### src/rtl/controlpack.sv
// Shared datapath control package: register file operation encoding.
package controlpack;

    typedef enum logic [2:0] {
        REGF_NOP   = 3'd0,
        REGF_WRITE = 3'd1,
        REGF_INC   = 3'd2,
        REGF_DEC   = 3'd3,
        REGF_MOVE  = 3'd4,
        REGF_SWAP  = 3'd5,
        REGF_CLEAR = 3'd6,
        REGF_BANK  = 3'd7
    } regfile_op_e;

endpackage

### src/rtl/regfile_clear_seq.sv
// CLEAR sweep sequencer: IDLE/CLEARING FSM walking clear_idx across the bank.
// State advances on the falling clock edge to match the rest of the datapath.
module regfile_clear_seq #(
    parameter int unsigned NUM_REGS = 8,
    localparam int unsigned SEL_WIDTH = $clog2(NUM_REGS)
) (
    input  logic                 clock,
    input  logic                 reset,
    input  logic                 start,
    output logic                 busy,
    output logic                 clear_en,
    output logic [SEL_WIDTH-1:0] clear_idx
);

    typedef enum logic {
        IDLE     = 1'b0,
        CLEARING = 1'b1
    } seq_state_e;

    localparam logic [SEL_WIDTH-1:0] LAST_IDX = SEL_WIDTH'(NUM_REGS - 1);

    seq_state_e           state, state_nxt;
    logic [SEL_WIDTH-1:0] count, count_nxt;
    logic                 busy_nxt;

    // State, counter and busy registers
    always_ff @(negedge clock) begin
        if (reset) begin
            state <= IDLE;
            count <= '0;
            busy  <= 1'b0;
        end else begin
            state <= state_nxt;
            count <= count_nxt;
            busy  <= busy_nxt;
        end
    end

    // Next state; entry 0 is cleared on the accepting edge, the rest one per edge
    always_comb begin
        state_nxt = state;
        count_nxt = count;
        busy_nxt  = busy;
        clear_en  = 1'b0;
        clear_idx = count;
        unique case (state)
            IDLE: begin
                if (start) begin
                    clear_en  = 1'b1;
                    clear_idx = '0;
                    count_nxt = SEL_WIDTH'(1);
                    busy_nxt  = 1'b1;
                    state_nxt = CLEARING;
                end
            end
            CLEARING: begin
                clear_en = 1'b1;
                if (count == LAST_IDX) begin
                    count_nxt = '0;
                    busy_nxt  = 1'b0;
                    state_nxt = IDLE;
                end else begin
                    count_nxt = count + SEL_WIDTH'(1);
                end
            end
            default: begin
                state_nxt = IDLE;
            end
        endcase
    end

endmodule

### src/rtl/register_file.sv
// Parametrised datapath register file with in-place INC/DEC/MOVE/SWAP,
// a registered wrap flag and a multi-cycle CLEAR sweep.
// Optional second register bank selected by REGF_BANK when REGFILE_SHADOW_EN
// is defined; otherwise REGF_BANK is a NOP.
module register_file
    import controlpack::*;
#(
    parameter int unsigned DATA_BUS_WIDTH = 8,
    parameter int unsigned NUM_REGS       = 8,
    localparam int unsigned SEL_WIDTH     = $clog2(NUM_REGS)
) (
    input  logic                      clock,
    input  logic                      reset,
    input  regfile_op_e               op,
    input  logic [SEL_WIDTH-1:0]      rd_sel,
    input  logic [SEL_WIDTH-1:0]      rs1_sel,
    input  logic [SEL_WIDTH-1:0]      rs2_sel,
    input  logic [DATA_BUS_WIDTH-1:0] wr_data,
    output logic [DATA_BUS_WIDTH-1:0] rs1_data,
    output logic [DATA_BUS_WIDTH-1:0] rs2_data,
    output logic                      wrap,
    output logic                      busy
);

    logic [DATA_BUS_WIDTH-1:0] bank0 [NUM_REGS];
`ifdef REGFILE_SHADOW_EN
    logic [DATA_BUS_WIDTH-1:0] bank1 [NUM_REGS];
    logic                      bank_sel, bank_sel_nxt;
`endif

    logic [DATA_BUS_WIDTH-1:0] cur [NUM_REGS];
    logic [DATA_BUS_WIDTH-1:0] nxt [NUM_REGS];
    logic                      wrap_nxt;
    logic                      clear_start;
    logic                      clear_en;
    logic [SEL_WIDTH-1:0]      clear_idx;

    assign clear_start = (op == REGF_CLEAR);

    regfile_clear_seq #(
        .NUM_REGS (NUM_REGS)
    ) u_clear_seq (
        .clock     (clock),
        .reset     (reset),
        .start     (clear_start),
        .busy      (busy),
        .clear_en  (clear_en),
        .clear_idx (clear_idx)
    );

    // Active bank view used by reads and by the op datapath
    always_comb begin
        for (int i = 0; i < int'(NUM_REGS); i++) begin
`ifdef REGFILE_SHADOW_EN
            cur[i] = bank_sel ? bank1[i] : bank0[i];
`else
            cur[i] = bank0[i];
`endif
        end
    end

    assign rs1_data = cur[rs1_sel];
    assign rs2_data = cur[rs2_sel];

    // Next contents of the active bank and next wrap flag
    always_comb begin
        nxt      = cur;
        wrap_nxt = wrap;
`ifdef REGFILE_SHADOW_EN
        bank_sel_nxt = bank_sel;
`endif
        if (!busy) begin
            unique case (op)
                REGF_WRITE: begin
                    nxt[rd_sel] = wr_data;
                    wrap_nxt    = 1'b0;
                end
                REGF_INC: begin
                    nxt[rd_sel] = cur[rd_sel] + DATA_BUS_WIDTH'(1);
                    wrap_nxt    = &cur[rd_sel];
                end
                REGF_DEC: begin
                    nxt[rd_sel] = cur[rd_sel] - DATA_BUS_WIDTH'(1);
                    wrap_nxt    = (cur[rd_sel] == '0);
                end
                REGF_MOVE: begin
                    nxt[rd_sel] = cur[rs1_sel];
                    wrap_nxt    = 1'b0;
                end
                REGF_SWAP: begin
                    // rd == rs1 falls out as a no-op: both writes carry the same value
                    nxt[rd_sel]  = cur[rs1_sel];
                    nxt[rs1_sel] = cur[rd_sel];
                    wrap_nxt     = 1'b0;
                end
                REGF_CLEAR: begin
                    wrap_nxt = 1'b0;
                end
`ifdef REGFILE_SHADOW_EN
                REGF_BANK: begin
                    bank_sel_nxt = ~bank_sel;
                    wrap_nxt     = 1'b0;
                end
`endif
                default: begin
                end
            endcase
        end
        if (clear_en) begin
            nxt[clear_idx] = '0;
        end
    end

    // Storage, bank select and wrap registers
    always_ff @(negedge clock) begin
        if (reset) begin
            for (int i = 0; i < int'(NUM_REGS); i++) begin
                bank0[i] <= '0;
`ifdef REGFILE_SHADOW_EN
                bank1[i] <= '0;
`endif
            end
`ifdef REGFILE_SHADOW_EN
            bank_sel <= 1'b0;
`endif
            wrap <= 1'b0;
        end else begin
`ifdef REGFILE_SHADOW_EN
            if (bank_sel) begin
                bank1 <= nxt;
            end else begin
                bank0 <= nxt;
            end
            bank_sel <= bank_sel_nxt;
`else
            bank0 <= nxt;
`endif
            wrap <= wrap_nxt;
        end
    end

endmodule

### config.mk
export PLATFORM = sky130hd
export DESIGN_NAME = register_file
export DESIGN_NICKNAME = d
export VERILOG_FILES = /design/src/rtl/controlpack.sv /design/src/rtl/regfile_clear_seq.sv /design/src/rtl/register_file.sv
export SDC_FILE = /design/constraint.sdc
export NUM_CORES = 1
export LEC_CHECK = 0
export BUFFER_PORTS_ARGS = -buffer_cell sky130_fd_sc_hd__buf_2
export CAP_MARGIN = 30
export CORE_MARGIN = 2
export CORE_UTILIZATION = 55
export CTS_BUF_LIST = sky130_fd_sc_hd__clkbuf_4
export CTS_CLUSTER_DIAMETER = 30
export DETAILED_ROUTE_END_ITERATION = 7
export PLACE_DENSITY = 0.72
export SETUP_SLACK_MARGIN = 0.5
export SYNTH_ARGS = -nofsm -noshare
export SYNTH_HDL_FRONTEND = slang
export SYNTH_SLANG_ARGS = --single-unit
### constraint.sdc
create_clock -name clock -period 8.65 [get_ports clock]
set_input_delay 2.1625 -clock clock [delete_from_list [all_inputs] [get_ports clock]]
set_output_delay 2.1625 -clock clock [all_outputs]
set_load 0.01 [all_outputs]
==> results.py <==
metrics = {
    "logic_synthesis": {
        "synth_fp_nets": 987,
        "syn_inst": 961,
        "synthMuxAreaShare_pct": 18.5,
        "netlist_top_cells_area": "dfxtp_1 20%, a21oi_1 11%, mux4_2 10%",
        "yosysWarnings": 0,
        "synth_top_family_by_area": "compound AO/OA/AOI/OAI gates",
        "yosys.area_share.simple_pct": 17.7,
        "synth_edf_count": 0,
        "avgSynthCellArea_um2": 7.45,
        "synth.most_common_cell": "a21oi_1",
        "synth_compound_area_share_pct": 36.3,
        "synth_top_area_cell": "dfxtp_1",
        "synth-async-reset-ratio_pct": 0,
        "synth_xor_xnor_area_share_pct": 1.10,
        "synthDistinctLibCells": 84,
        "synth_ff_type": "dfxtp_1",
        "ys_ff_latch": 70,
        "synth_top_cell_area_share_pct": 19.6,
        "syn-cell-area_um2": 7160,
        "synthAdderAreaFrac_pct": 0.699,
        "ys_top_cells_by_count": "154 x a21oi_1, 110 x o21ai_0, 88 x nor2_1",
        "yosysSeqAreaShare_pct": 19.6,
    },
    "pwr": {
        "power.share.switching_pct": 46.1,
        "power.density_nw_per_um2": 128,
        "total_power_mw": 1.34,
        "comb_power_share_pct": 43.1,
        "internal-power_mw": 0.724,
        "power_frac_seq_pct": 27.5,
        "p_switching_mw": 0.619,
        "clock_power_share_pct": 29.4,
        "irDropWorstVdd_mv": 0.141,
        "total_leakage_power_nw": 4.41,
    },
    "clocking": {
        "clk_pin_slew_worst_paths_ns": 0.05,
        "cts_sinks": 70,
        "clk-insertion-delay-late_ns": 0.56,
        "cts_tree": "yes",
        "cts_buffer_depth": 2,
        "cts.htree.levels": 3,
        "cts_buffers": 9,
        "cts_root_buf": "clkbuf_4",
        "cts_hold_buf": 0,
    },
    "timing": {
        "hold_slack_ns": 0.528,
        "rsz0062_at_grt": "yes",
        "slew_headroom_pct": 30.0,
        "fin_setup_tns_ns": 0,
        "worst_slew_pin_slew_ns": 1.05,
        "drv_slew": 0,
        "setup_violations": 0,
        "finClkSkew_ns": 0.0488,
        "hold_viol": 0,
    },
    "finish": {
        "multi_input_area_um2": 6010,
        "drive_gt1_share_pct": 42.6,
        "regArea_um2": 1480,
        "synthToLayoutAreaGrowth_pct": 47.1,
        "fin_area_um2": 10500,
        "instances_no_fill": 1417,
        "nets": 1265,
        "fill_cells": 790,
    },
    "floorplanning": {
        "die-area_um2": 13900,
        "top_level_ports": 40,
        "rows": 41,
        "die_h_um": 118,
        "initial_core_util_pct": 56.5,
        "die_w_um": 118,
        "core_area_um2": 12700,
    },
    "grt": {
        "overflow": 0,
        "grt_max_degree": 25,
        "track_usage_pct": 53.8,
        "grt_pass1_vias": 9770,
        "antenna_found_initial": 0,
        "grt_pass1_wl_mm": 56.5,
    },
    "worst_setup_path": {
        "worst-path-max-fanout": 3,
        "cp-end-kind": "output port",
        "critPathMaxStageDelay_ns": 0.34,
        "cp_data_required_time_ns": 6.49,
        "slowest_stage": "dfxtp_2",
        "startpoint_type": "register",
        "worstSetupPathType": "register to output port",
        "cp_num_buf_inv": 3,
        "cpLargestDelayFamily": "compound AO/OA/AOI/OAI gates",
        "cpMostUsedCell": "buf_6",
        "crit_chain": "mux2_4 > a221oi_2 > o22ai_1 > buf_4 > buf_6 > buf_6",
        "worstPathArrival_ns": 6.22,
    },
    "route": {
        "viasPerCell": 7.42,
        "antenna_left": 0,
        "drtIter0Drc": 2149,
        "drt-total-wl_mm": 40.2,
        "vias": 10500,
        "first_pass_iters": 8,
        "wl_per_cell_um": 28.3,
        "drc_errors": 6,
    },
    "run_status": {
        "status": "finished, violations left",
        "violations": "design-rule violations",
    },
    "place": {
        "io_buffers": 39,
        "dp.cells": 1262,
        "placed_area_um2": 8680,
        "place.gp.congestion": 1.10,
        "hpwlAfterDp_mm": 26.0,
    },
    "worst_hold_path": {
        "hp-class": "register to register",
    },
    "run": {
        "cap_violations": 0,
    },
}
-- power by group through the flow --
stage                     clock (mW)  combinational, mW  sequential [mW]
final                          0.394              0.579            0.370
after global routing           0.414              0.592            0.370
after CTS                      0.375              0.502            0.367
after detailed placement      0.0498              0.425            0.374
after global placement        0.0498              0.423            0.373
after floorplan               0.0498              0.259            0.362
-- cell families (layout without fill, tap and decap cells) --
kind of cell | after synthesis | in the layout
adders and majority gates | 4 | 4
buffers and inverters | 101 | 384
other | 0 | 1
and+or+nand+nor | 265 | 265
DFF | 70 | 70
xor gates and xnor gates | 9 | 9
AOI/OAI and AO/OA | 423 | 423
muxes | 89 | 89
-- path summary, 6_finish.rpt --
path / start / cells past startpoint / to / slack [ns]
max: bank0[7]$_SDFF_NP0_ / 6 / rs1_data[7] / 0.27
min: bank0[41]$_SDFF_NP0_ / 2 / bank0[41]$_SDFF_NP0_ / 0.53
max reg2reg: bank0[16]$_SDFF_NP0_ / 13 / bank0[0]$_SDFF_NP0_ / 5.90
min reg2reg: bank0[41]$_SDFF_NP0_ / 2 / bank0[41]$_SDFF_NP0_ / 0.53
-- through the flow --
step	setup WS [ns]	util (%)
2_1_floorplan	-0.0416	-
3_3_place_gp	-0.213	68.5
3_5_place_dp	-0.227	68.5
4_1_cts	0.326	79.1
5_1_grt	0.227	83.1
6_report	0.267	83.1
-- worst register-to-register path: stages (launching register included) --
cell     delay [ns]
dfxtp_4        0.36
buf_4          0.14
mux2_4         0.26
mux4_2         0.54
nor2_4         0.17
inv_4          0.08
buf_6          0.12
buf_6          0.10
buf_8          0.11
o21ai_4        0.22
buf_4          0.17
a21oi_2        0.03
o21ai_1        0.22
o211a_1        0.18
-- layer usage --
metal | track usage [%] | share of wire (%) | routed length (µm)
met5 | 0 | 0 | 0
met4 | 38.8 | 9.4 | 3790
met3 | 22.4 | 18 | 7240
met2 | 75.0 | 39 | 15700
met1 | 66.1 | 33 | 13400
-- placed cells by master (no fill, tap or decap), types with 6 or more instances in the layout --
cell type and n:
inv_1 77, nor2_1 86, buf_2 21, dfxtp_4 13
o22ai_2 10, buf_6 35, nand2_1 63, a31oi_1 25
inv_4 6, o21ai_2 15, mux2_2 7, buf_4 216
mux2_4 13, a21oi_2 25, o21ai_0 92, dfxtp_1 31
nor3_1 10, a221oi_1 11, o21ai_1 8, buf_12 8
nand3_1 13, o221ai_1 8, nand4_1 9, clkbuf_4 10
o21a_1 8, a21oi_1 130, mux4_2 32, o22ai_1 7
dfxtp_2 26, and2_1 8, mux2i_1 32, a21o_1 6
nand2b_1 11, nor2b_1 16
-- state kept, by name, summed over array words and instances (netlist names) --
register           flops
u_clear_seq.count      3
bank0                 64
u_clear_seq.busy       1
wrap                   1
u_clear_seq.state      1
-- repair_timing --
action | CTS | global route
pin swaps | 61 | 48
resized for setup | 159 | 72
hold endpoints to repair | 0 | 0
cloned | 0 | 1
setup endpoints to repair | 73 | 80
buffers inserted | 47 | 21
-- layout make-up --
type	count	share of cell area [%]
Clock inverter	77	3.16
Multi-Input combinational cell	790	57.1
Antenna cell	1	0.0238
Sequential cell	70	14.1
Tap cell	172	2.04
Timing Repair Buffer	284	22.4
Clock buffer	9	0.642
Inverter	14	0.594
No activity file was read; power rests on OpenSTA's default activity.
